==> config.mk <==
export PLATFORM = sky130hd
export DESIGN_NAME = grn_node_multi_flat
export DESIGN_NICKNAME = d
export VERILOG_FILES = /design/src/rtl/grn_pkg.sv /design/src/rtl/grn_node_multi_if.sv /design/src/rtl/grn_node_ch.sv /design/src/rtl/grn_node_multi.sv /design/src/flat_wrapper.sv
export SDC_FILE = /design/constraint.sdc
export NUM_CORES = 1
export LEC_CHECK = 0
export ABC_AREA = 1
export CORE_ASPECT_RATIO = 1.1
export CORE_UTILIZATION = 54
export CTS_BUF_LIST = sky130_fd_sc_hd__clkbuf_8
export DETAILED_ROUTE_END_ITERATION = 6
export HOLD_SLACK_MARGIN = 0.08
export PLACE_DENSITY = 0.82
export SKIP_CTS_REPAIR_TIMING = 1
export SYNTH_ARGS = -nofsm -noshare
export SYNTH_HDL_FRONTEND = slang
export SYNTH_SLANG_ARGS = --single-unit
==> constraint.sdc <==
create_clock -name clk -period 1.51 [get_ports clk]
set_input_delay 0.151 -clock clk [delete_from_list [all_inputs] [get_ports clk]]
set_output_delay 0.151 -clock clk [all_outputs]
set_load 0.03 [all_outputs]
==> src/rtl/grn_pkg.sv <==
// Shared definitions for the gene-regulatory-network node: update-function
// encodings and the population count used by the majority function.
package grn_pkg;

  typedef enum logic [1:0] {
    MODE_COPY = 2'b00,
    MODE_AND  = 2'b01,
    MODE_OR   = 2'b10,
    MODE_MAJ  = 2'b11
  } mode_e;

  localparam int MAX_IN = 8;

  function automatic logic [3:0] popcount(input logic [MAX_IN-1:0] v);
    logic [3:0] n;
    n = '0;
    for (int i = 0; i < MAX_IN; i++) n = n + 4'(v[i]);
    return n;
  endfunction

endpackage

==> src/rtl/grn_node_multi_if.sv <==
// Control/data bundle of grn_node_multi: the network driver is the master,
// the node array is the slave.
interface grn_node_multi_if #(
  parameter int NUM_CH = 2,
  parameter int NUM_IN = 4,
  parameter int DIV_W  = 4
);
  logic                       reset_nos;
  logic [NUM_CH-1:0]          init_state;
  logic [NUM_CH*DIV_W-1:0]    period;
  grn_pkg::mode_e             mode;
  logic [NUM_IN-1:0]          act_mask;
  logic [NUM_CH-1:0]          start;
  logic [NUM_CH*NUM_IN-1:0]   reg_in;
  logic [NUM_CH-1:0]          s;
  logic [NUM_CH-1:0]          changed;
  logic [NUM_CH-1:0]          stable;

  modport master (
    output reset_nos, init_state, period, mode, act_mask, start, reg_in,
    input  s, changed, stable
  );

  modport slave (
    input  reset_nos, init_state, period, mode, act_mask, start, reg_in,
    output s, changed, stable
  );
endinterface

==> src/rtl/grn_node_ch.sv <==
// One network node: update divider, Boolean update function, state and
// change flag; stability counter only when GRN_NODE_STABLE_EN is defined.
module grn_node_ch
  import grn_pkg::*;
#(
  parameter int NUM_IN    = 4,
  parameter int DIV_W     = 4,
  parameter int STABLE_TH = 8
) (
  input  logic              clk,
  input  logic              rst,
  input  logic              reset_nos_i,
  input  logic              init_i,
  input  logic [DIV_W-1:0]  period_i,
  input  mode_e             mode_i,
  input  logic [NUM_IN-1:0] act_mask_i,
  input  logic              start_i,
  input  logic [NUM_IN-1:0] reg_in_i,
  output logic              s_o,
  output logic              changed_o,
  output logic              stable_o
);

  if (NUM_IN < 1 || NUM_IN > MAX_IN || STABLE_TH < 1) begin : g_param_err
    $error("grn_node_ch: NUM_IN must be 1..8 and STABLE_TH >= 1");
  end

  logic [NUM_IN-1:0] lit;
  logic [MAX_IN-1:0] act_hi, inh_hi;
  logic              f;

  // Activators pass through, inhibitors are inverted.
  assign lit    = reg_in_i ~^ act_mask_i;
  assign act_hi = MAX_IN'(reg_in_i & act_mask_i);
  assign inh_hi = MAX_IN'(reg_in_i & ~act_mask_i);

  always_comb begin
    f = reg_in_i[0];
    case (mode_i)
      MODE_COPY: f = reg_in_i[0];
      MODE_AND:  f = &lit;
      MODE_OR:   f = |lit;
      MODE_MAJ:  f = popcount(act_hi) > popcount(inh_hi);
    endcase
  end

  logic             s_q, s_d, chg_q, chg_d, upd;
  logic [DIV_W-1:0] cnt_q, cnt_d, p_q, p_d;

  // NOTE: every combinational output gets a default first so no latch is inferred.
  always_comb begin
    s_d   = s_q;
    cnt_d = cnt_q;
    p_d   = p_q;
    upd   = 1'b0;
    if (reset_nos_i) begin
      s_d   = init_i;
      cnt_d = '0;
      p_d   = period_i;
    end else if (start_i) begin
      if (cnt_q == '0) begin
        upd   = 1'b1;
        s_d   = f;
        cnt_d = p_q;
      end else begin
        cnt_d = cnt_q - DIV_W'(1);
      end
    end
    chg_d = upd && (f != s_q);
  end

  // NOTE: sequential state uses non-blocking assignments only.
  always_ff @(posedge clk or posedge rst) begin
    if (rst) begin
      s_q   <= 1'b0;
      chg_q <= 1'b0;
      cnt_q <= '0;
      p_q   <= '0;
    end else begin
      s_q   <= s_d;
      chg_q <= chg_d;
      cnt_q <= cnt_d;
      p_q   <= p_d;
    end
  end

  assign s_o       = s_q;
  assign changed_o = chg_q;

`ifdef GRN_NODE_STABLE_EN
  localparam int SW = $clog2(STABLE_TH + 1);
  localparam logic [SW-1:0] TH = SW'(STABLE_TH);

  logic [SW-1:0] stab_q, stab_d;

  always_comb begin
    stab_d = stab_q;
    if (reset_nos_i || chg_d) stab_d = '0;
    else if (upd && stab_q != TH) stab_d = stab_q + SW'(1);
  end

  always_ff @(posedge clk or posedge rst) begin
    if (rst) stab_q <= '0;
    else     stab_q <= stab_d;
  end

  assign stable_o = (stab_q == TH);
`else
  assign stable_o = 1'b0;
`endif

endmodule

==> src/rtl/grn_node_multi.sv <==
// Array of NUM_CH independent GRN nodes sharing mode/act_mask.
// Optional stability detection enabled by defining GRN_NODE_STABLE_EN.
module grn_node_multi #(
  parameter int NUM_CH    = 2,
  parameter int NUM_IN    = 4,
  parameter int DIV_W     = 4,
  parameter int STABLE_TH = 8
) (
  input logic            clk,
  input logic            rst,
  grn_node_multi_if.slave bus
);

  logic [NUM_CH-1:0] s_w, chg_w, stab_w;

  for (genvar c = 0; c < NUM_CH; c++) begin : g_ch
    grn_node_ch #(
      .NUM_IN    (NUM_IN),
      .DIV_W     (DIV_W),
      .STABLE_TH (STABLE_TH)
    ) u_ch (
      .clk         (clk),
      .rst         (rst),
      .reset_nos_i (bus.reset_nos),
      .init_i      (bus.init_state[c]),
      .period_i    (bus.period[c*DIV_W +: DIV_W]),
      .mode_i      (bus.mode),
      .act_mask_i  (bus.act_mask),
      .start_i     (bus.start[c]),
      .reg_in_i    (bus.reg_in[c*NUM_IN +: NUM_IN]),
      .s_o         (s_w[c]),
      .changed_o   (chg_w[c]),
      .stable_o    (stab_w[c])
    );
  end

  assign bus.s       = s_w;
  assign bus.changed = chg_w;
  assign bus.stable  = stab_w;

endmodule

==> src/flat_wrapper.sv <==
// flat-port wrapper written by rule: the top's interface ports become plain ports
module grn_node_multi_flat 
#(
  parameter int NUM_CH    = 2,
  parameter int NUM_IN    = 4,
  parameter int DIV_W     = 4,
  parameter int STABLE_TH = 8
)
  (clk, rst, bus_reset_nos, bus_init_state, bus_period, bus_mode, bus_act_mask, bus_start, bus_reg_in, bus_s, bus_changed, bus_stable);
  grn_node_multi_if #(.NUM_CH(NUM_CH), .NUM_IN(NUM_IN), .DIV_W(DIV_W)) bus_i ();
  input logic clk;
  input logic rst;
  input wire logic [$bits(bus_i.reset_nos)-1:0] bus_reset_nos;
  input wire logic [$bits(bus_i.init_state)-1:0] bus_init_state;
  input wire logic [$bits(bus_i.period)-1:0] bus_period;
  input wire logic [$bits(bus_i.mode)-1:0] bus_mode;
  input wire logic [$bits(bus_i.act_mask)-1:0] bus_act_mask;
  input wire logic [$bits(bus_i.start)-1:0] bus_start;
  input wire logic [$bits(bus_i.reg_in)-1:0] bus_reg_in;
  output wire logic [$bits(bus_i.s)-1:0] bus_s;
  output wire logic [$bits(bus_i.changed)-1:0] bus_changed;
  output wire logic [$bits(bus_i.stable)-1:0] bus_stable;
  assign bus_i.reset_nos = bus_reset_nos;
  assign bus_i.init_state = bus_init_state;
  assign bus_i.period = bus_period;
  assign bus_i.mode = bus_mode;
  assign bus_i.act_mask = bus_act_mask;
  assign bus_i.start = bus_start;
  assign bus_i.reg_in = bus_reg_in;
  assign bus_s = bus_i.s;
  assign bus_changed = bus_i.changed;
  assign bus_stable = bus_i.stable;
  grn_node_multi #(.NUM_CH(NUM_CH), .NUM_IN(NUM_IN), .DIV_W(DIV_W), .STABLE_TH(STABLE_TH)) u_core (.clk(clk), .rst(rst), .bus(bus_i));
endmodule
* Word level (Yosys, flattened, before mapping)
Cells that the tools add are included.
** Storage, ports and cells
- Bits of input ports :: 29
- Word-level logic and storage cells :: 87
- Flip-flop bits (word level) :: 20
- Output and inout port bits :: 6
** Cells by class
- Bitwise gates (word level) :: 7
- Equality and inequality tests :: 5
- Reduce and logical (&&, ||, !) cells :: 15
- Add/sub/neg operators :: 30
- Mux-type cells :: 20
- Order comparisons :: 2
** Operator list (count)
- adder 4 x 1 -> 4 bit :: 8
- adder 4 x 1 -> 4 bit (second input constant) :: 8
- 2-to-1 mux 4 bit :: 6
- adder 3 x 1 -> 4 bit :: 4
- AND 4 x 8 -> 8 bit :: 2
- adder 2 x 1 -> 3 bit :: 4
- 2-to-1 mux 1 bit :: 12
- adder 1 x 1 -> 2 bit :: 4
- AND 4 bit :: 2
- > comparator 4 bit :: 2
- logical NOT 4 bit :: 2
- inverter 4 -> 8 bit :: 1
- case mux 1 bit (4 select lines) :: 2
- AND reduction 4 bit :: 2
- nonzero test 2 bit :: 4
- OR reduction 4 bit :: 2
- subtractor 4 x 1 -> 4 bit (second input constant) :: 2
- bitwise XNOR 4 bit :: 2
- == test 2 bit (second input constant) :: 2
- AND reduction 2 bit :: 2
- == test 2 x 1 -> 1 bit (second input constant) :: 1
- logical AND 1 bit :: 2
- logical NOT 2 bit :: 1
- != test 1 bit :: 2

* Longest topological paths before layout
- Word-level depth :: 14
- Depth in mapped cells :: 18
- Gate-level depth less buffers :: 18

* Hierarchy
A second synthesis with hierarchy kept.
** Second synthesis, totals
- Cells, all modules :: 238
- Area, all modules :: 1834.3 sq um
** By module, submodules not included
- grn_node_ch (u_core.g_ch[0].u_ch) :: sequential area each 250.2 sq um, area each 918.4 sq um, times used 1, cells an instance 119
- grn_node_ch (u_core.g_ch[1].u_ch) :: sequential area each 250.2 sq um, area each 915.9 sq um, times used 1, cells an instance 119

* Worst setup path before layout
No wires, ideal clock.
- Kind :: input -> register
- From :: input port bus_act_mask[0]
- To :: register u_core.g_ch[0].u_ch.chg_q
- Data arrival time :: 2.190 ns
- Required time :: 1.441 ns
- Path slack :: -0.749 ns
- Path buffers :: 0
- Setup time :: 0.069 ns
- Stages on the path :: 18
- Cell sequence :: inv_1 > ha_1 > inv_1 > fa_1 > inv_1 > ha_1 > ha_1 > inv_1 > ha_1 > nand2_1 > nand2_1 > nand2_1 > nand2_1 > nand2_1 > nand3_2 > nand2_1 > nand2_1 > nor2_2
** Between the ends
- Cells in the longest elaborated chain, start to end :: 13
- Elaborated cells between the ends (all ways) :: 24
- Classes of those cells :: add/sub: 14; order compare: 1; eq/ne: 1; mux: 1; bitwise: 4; reduce/logical: 3
** Ends and longest elaborated chain
- start, declared :: RTL line flat_wrapper.sv:17 : input wire logic [$bits(bus_i.act_mask)-1:0] bus_act_mask;
- inverter 4 -> 8 bit :: RTL line grn_node_ch.sv:35 : assign inh_hi = MAX_IN'(reg_in_i & ~act_mask_i);
- AND 4 x 8 -> 8 bit :: RTL line grn_node_ch.sv:35
- adder 1 x 1 -> 2 bit :: RTL line grn_pkg.sv:17 : for (int i = 0; i < MAX_IN; i++) n = n + 4'(v[i]);
- adder 2 x 1 -> 3 bit :: RTL line grn_pkg.sv:17
- adder 3 x 1 -> 4 bit :: RTL line grn_pkg.sv:17
- adder 4 x 1 -> 4 bit (4 in series) :: RTL line grn_pkg.sv:17
- > comparator 4 bit :: RTL line grn_node_ch.sv:43 : MODE_MAJ: f = popcount(act_hi) > popcount(inh_hi);
- case mux 1 bit (4 select lines) * :: RTL line grn_node_ch.sv:39 : case (mode_i)
- != test 1 bit * :: RTL line grn_node_ch.sv:69 : chg_d = upd && (f != s_q);
- logical AND 1 bit * :: RTL line grn_node_ch.sv:69
- net u_core.g_ch[0].u_ch.chg_d :: RTL line grn_node_ch.sv:47 : logic s_q, s_d, chg_q, chg_d, upd;
- end signal, assigned :: RTL line grn_node_ch.sv:81 : chg_q <= chg_d;
- end, declared :: RTL line grn_node_ch.sv:47
The timed path passes the listed nets; every way through them passes the cells marked *.
A chain may end at the register's enable or synchronous reset.

* Worst setup path in the final report
- From :: input port bus_act_mask[0]
- To :: register u_core.g_ch[1].u_ch.chg_q
** Between the ends
- Cells in the longest elaborated chain, start to end :: 13
- Elaborated cells between the ends (all ways) :: 24
- Classes of those cells :: add/sub: 14; order compare: 1; eq/ne: 1; mux: 1; bitwise: 4; reduce/logical: 3
** Ends and longest elaborated chain (RTL line)
- inverter 4 -> 8 bit :: grn_node_ch.sv:35
- AND 4 x 8 -> 8 bit :: grn_node_ch.sv:35
- adder 1 x 1 -> 2 bit :: grn_pkg.sv:17
- adder 2 x 1 -> 3 bit :: grn_pkg.sv:17
- adder 3 x 1 -> 4 bit :: grn_pkg.sv:17
- adder 4 x 1 -> 4 bit (4 in series) :: grn_pkg.sv:17
- > comparator 4 bit :: grn_node_ch.sv:43
- case mux 1 bit (4 select lines) * :: grn_node_ch.sv:39
- != test 1 bit * :: grn_node_ch.sv:69
- logical AND 1 bit * :: grn_node_ch.sv:69
- net u_core.g_ch[1].u_ch.chg_d :: grn_node_ch.sv:47
- end signal, assigned :: grn_node_ch.sv:81
- end, declared :: grn_node_ch.sv:47
Marked as above.

==> impl_results.html <==
<table>
<tr><th>Metric</th><th>Value</th></tr>
<tr><th colspan="2">Clock tree</th></tr>
<tr><td>Clock Pin Slew Worst Setup and Hold Paths</td><td>0.07 ns</td></tr>
<tr><td>TritonCTS Sinks</td><td>20</td></tr>
<tr><td>Clock buffer count from CTS</td><td>3</td></tr>
<tr><td>CTS tree</td><td>built</td></tr>
<tr><td>Number of H-tree levels</td><td>1</td></tr>
<tr><td>Skew-Pair Late Insertion Delay</td><td>0.26 ns</td></tr>
<tr><td>Clock root cell</td><td>sky130_fd_sc_hd__clkbuf_8</td></tr>
<tr><td>Maximum buffer depth of the clock tree</td><td>2</td></tr>
<tr><th colspan="2">Logic synthesis</th></tr>
<tr><td>Post-synthesis instance area</td><td>0.00187 mm^2</td></tr>
<tr><td>Number of synthesized register bits</td><td>20</td></tr>
<tr><td>Instance count of the mapped netlist</td><td>249</td></tr>
<tr><td>Leading register cell type out of synthesis</td><td>sky130_fd_sc_hd__dfrtp_1</td></tr>
<tr><td>Synth Area per Inst</td><td>7.49 um^2</td></tr>
<tr><td>Warnings from Yosys</td><td>0</td></tr>
<tr><td>Sequential-to-total area share from yosys stat</td><td>26.8%</td></tr>
<tr><td>Number of synthesized flops with an enable pin</td><td>0</td></tr>
<tr><td>Synth cell types</td><td>25</td></tr>
<tr><td>Asr flop ratio synth</td><td>100%</td></tr>
<tr><th colspan="2">Worst setup path</th></tr>
<tr><td>Data required time at the worst endpoint</td><td>1.67 ns</td></tr>
<tr><td>Cell with the biggest individual delay on the critical path</td><td>sky130_fd_sc_hd__fa_1</td></tr>
<tr><td>Cell family contributing the most delay on the critical path</td><td>adder cells</td></tr>
<tr><td>Element type at the critical path end</td><td>flop</td></tr>
<tr><td>WP data arrival</td><td>2.39 ns</td></tr>
<tr><td>Cell repeated most along the worst path</td><td>sky130_fd_sc_hd__nand2_1</td></tr>
<tr><td>Bufs and invs on worst path</td><td>6</td></tr>
<tr><td>Crit Path Max Fanout</td><td>3</td></tr>
<tr><td>Worst setup path class</td><td>input port to flop</td></tr>
<tr><td>Largest stage delay, worst path</td><td>0.51 ns</td></tr>
<tr><td>Startpoint types</td><td>input port</td></tr>
<tr><td>Series of cell instances along the critical path</td><td>buf_6 -&gt; buf_8 -&gt; inv_16 -&gt; ha_4 -&gt; inv_2 -&gt; fa_1 -&gt; inv_1 -&gt; ha_2 -&gt; ha_4 -&gt; inv_2 -&gt; ha_4 -&gt; nand2_1 -&gt; nand2_1 -&gt; nand2_1 -&gt; nand2_1 -&gt; nand2_2 -&gt; nand3_2 -&gt; nand2_1 -&gt; nand2_1 -&gt; nor2_2</td></tr>
<tr><th colspan="2">Final layout</th></tr>
<tr><td>Finished layout cell area</td><td>0.00251 mm^2</td></tr>
<tr><td>Area delta synth-&gt;final</td><td>34.8%</td></tr>
<tr><td>Fraction of layout instances using a drive strength above 1</td><td>22.0%</td></tr>
<tr><td>Number of antenna repair diodes</td><td>0</td></tr>
<tr><td># nets final</td><td>354</td></tr>
<tr><th colspan="2">Route</th></tr>
<tr><td>DR pass1 iterations</td><td>6</td></tr>
<tr><td>DR DRC count</td><td>3</td></tr>
<tr><td>DR WL/cell</td><td>11.7 um</td></tr>
<tr><td>Total detailed-routing wirelength</td><td>3890 um</td></tr>
<tr><td>Starting DRC count in detailed routing</td><td>39</td></tr>
<tr><td>Detailed-route vias per instance</td><td>4.84</td></tr>
<tr><td>Total vias in the final route</td><td>1618</td></tr>
<tr><td>Number of nets still failing antenna checks after routing</td><td>0</td></tr>
<tr><th colspan="2">Global route</th></tr>
<tr><td>Maximum number of pins on one net before global-route repair</td><td>21</td></tr>
<tr><td>Antenna violations before repair</td><td>0</td></tr>
<tr><td>GRT Util Overall</td><td>20.3%</td></tr>
<tr><td>Via count of the first global-routing pass</td><td>1499</td></tr>
<tr><td>First-pass GRT wire length</td><td>5860 um</td></tr>
<tr><td>Final global-route overflow total</td><td>0</td></tr>
<tr><th colspan="2">Floorplan</th></tr>
<tr><td>FP Rows</td><td>22</td></tr>
<tr><td>Die span in y</td><td>63.6 um</td></tr>
<tr><td>Die boundary width</td><td>58.0 um</td></tr>
<tr><td>Die area</td><td>0.00369 mm^2</td></tr>
<tr><td>Core box area</td><td>0.00333 mm^2</td></tr>
<tr><td>Num ports</td><td>35</td></tr>
<tr><td>Starting density of the core</td><td>56.0%</td></tr>
<tr><th colspan="2">Timing</th></tr>
<tr><td>Final period util</td><td>148%</td></tr>
<tr><td>Min cycle time layout</td><td>2.23 ns</td></tr>
<tr><td>Max Freq</td><td>449 MHz</td></tr>
<tr><td>Worst Setup Slack, final</td><td>-0.719 ns</td></tr>
<tr><td>Final setup violating endpoints</td><td>4</td></tr>
<tr><td>Final Hold Fails</td><td>0</td></tr>
<tr><td>Worst Clk Skew</td><td>0.00187 ns</td></tr>
<tr><td>Slew Limit Fails</td><td>0</td></tr>
<tr><td>Setup repair after global routing missed its margin</td><td>true</td></tr>
<tr><th colspan="2">Run status</th></tr>
<tr><td>Violated checks</td><td>DRC, setup timing</td></tr>
<tr><td>Run status</td><td>finished, violations left</td></tr>
<tr><th colspan="2">Placed design</th></tr>
<tr><td>Placer's final routability congestion estimate</td><td>0.821</td></tr>
<tr><td>Placed inst area</td><td>0.00233 mm^2</td></tr>
<tr><td>Port buffer count</td><td>32</td></tr>
<tr><td>Detail Placement HPWL</td><td>2810 um</td></tr>
<tr><td>Dpl ws</td><td>-1.38 ns</td></tr>
<tr><th colspan="2">Run</th></tr>
<tr><td>Number of maximum-capacitance violations</td><td>0</td></tr>
<tr><th colspan="2">Pwr</th></tr>
<tr><td>Pwr Density</td><td>807 mW/mm^2</td></tr>
<tr><td>Peak VDD IR</td><td>0.544 mV</td></tr>
<tr><td>LEAKAGE</td><td>1.35 nW</td></tr>
<tr><th colspan="2">Min path</th></tr>
<tr><td>Path category of the worst min-delay check</td><td>input port to asynchronous set/reset pin</td></tr>
</table>
synth_stat cells, types with 2 or more instances:
master	instances	share of area (%)
sky130_fd_sc_hd__nand3_1	8	2.1
sky130_fd_sc_hd__nor2_2	2	0.67
sky130_fd_sc_hd__nand2_1	77	15
sky130_fd_sc_hd__nand3_2	2	1.1
sky130_fd_sc_hd__nor2_1	14	2.8
sky130_fd_sc_hd__nand3_4	2	1.9
sky130_fd_sc_hd__o21ai_0	8	2.1
sky130_fd_sc_hd__buf_2	2	0.54
sky130_fd_sc_hd__o21ai_1	3	0.80
sky130_fd_sc_hd__buf_4	6	2.4
sky130_fd_sc_hd__dfrtp_1	20	27
sky130_fd_sc_hd__ha_1	34	23
sky130_fd_sc_hd__fa_1	4	4.3
sky130_fd_sc_hd__inv_1	44	8.9
sky130_fd_sc_hd__o22ai_1	3	1.0
sky130_fd_sc_hd__nand4_2	2	1.3
sky130_fd_sc_hd__inv_2	10	2.0
area by class of cell:
| cell class | instances | area (um^2) |
|---|---|---|
| clock buffers | 4 | 55.1 |
| inverters | 54 | 221 |
| well taps | 48 | 60.1 |
| repair buffers | 40 | 407 |
| flip-flops and latches | 20 | 500 |
| multi-input cells | 168 | 1270 |
| fillers | 257 | 816 |
power by group:
group | leakage, nW | internal [W] | switching, W
clock | 0.0288 | 0.000232 | 0.000171
combinational | 1.07 | 0.000424 | 0.000545
sequential | 0.255 | 0.000610 | 0.0000476
flip-flops by register name, summed over array words and instances, names as in the netlist:
name                        cells
u_core.g_ch.u_ch.p_q            8
u_core.g_ch.u_ch.changed_o      2
u_core.g_ch.u_ch.cnt_q          8
u_core.g_ch.u_ch.s_o            2
worst paths after layout:
kind                                               from                             to  slack, ns  cells past startpoint
hold / removal                                      rst     u_core.g_ch[0].u_ch.p_q[2]       0.21                      3
max in group asynchronous                           rst   u_core.g_ch[0].u_ch.cnt_q[3]       1.09                      3
hold reg to reg              u_core.g_ch[1].u_ch.p_q[0]     u_core.g_ch[1].u_ch.p_q[0]       0.47                      2
setup reg to reg           u_core.g_ch[1].u_ch.cnt_q[0]  u_core.g_ch[1].u_ch.changed_o       0.17                      8
setup / recovery                        bus_act_mask[0]  u_core.g_ch[1].u_ch.changed_o      -0.72                     20
min in group clk                          bus_period[6]     u_core.g_ch[1].u_ch.p_q[2]       0.42                      3
through the flow:
step                instances  hold slack (ns)  utilization, %  setup TNS, ns  power (W)
CTS                       334            0.221            71.7          -4.48    0.00197
detailed placement        330            0.455            70.1          -5.50    0.00156
global route              334            0.250            75.5          -3.08    0.00221
floorplan                 250            0.115               -          -2.72    0.00132
finish                    334            0.214            75.5          -2.73    0.00203
global placement          330            0.453            70.1          -5.38    0.00153
placed cells by master (no fill, tap or decap), types with 7 or more instances in the layout:
| cell | count |
|---|---|
| sky130_fd_sc_hd__buf_4 | 7 |
| sky130_fd_sc_hd__inv_2 | 18 |
| sky130_fd_sc_hd__o21ai_0 | 8 |
| sky130_fd_sc_hd__inv_1 | 34 |
| sky130_fd_sc_hd__nor2_1 | 14 |
| sky130_fd_sc_hd__clkdlybuf4s50_1 | 21 |
| sky130_fd_sc_hd__nand3_1 | 7 |
| sky130_fd_sc_hd__dfrtp_1 | 20 |
| sky130_fd_sc_hd__nand2_1 | 74 |
| sky130_fd_sc_hd__ha_1 | 19 |
| sky130_fd_sc_hd__dlymetal6s2s_1 | 9 |
| sky130_fd_sc_hd__ha_4 | 11 |
worst register-to-register path, cell delays in order, from the launching register on:
cell and delay, ns:
sky130_fd_sc_hd__dfrtp_1 0.39, sky130_fd_sc_hd__inv_1 0.14, sky130_fd_sc_hd__ha_1 0.23, sky130_fd_sc_hd__nand3_4 0.11, sky130_fd_sc_hd__inv_2 0.07, sky130_fd_sc_hd__nand2_1 0.06, sky130_fd_sc_hd__nor2_1 0.12, sky130_fd_sc_hd__inv_1 0.07
sky130_fd_sc_hd__nor2_2 0.09
cell families after synthesis:
family                     count (synthesis)  synth area share, %
adders and majority gates                 38                 27.1
xor gates and xnor gates                   1                0.470
buffers and inverters                     62                 13.8
AOI/OAI and AO/OA                         19                 5.84
and+or+nand+nor                          108                 25.8
other                                      1                0.201
DFF                                       20                 26.8
routing by layer:
metal  vias up  part of all wire [%]  global-route usage (%)
met5         -                     0                       0
met4         0                   2.5                    6.55
met3        10                   3.0                    1.64
met2        43                    55                    39.1
met1       735                    40                    22.8
li1        830                     -                       -
Power figures use the tool's default switching activity.
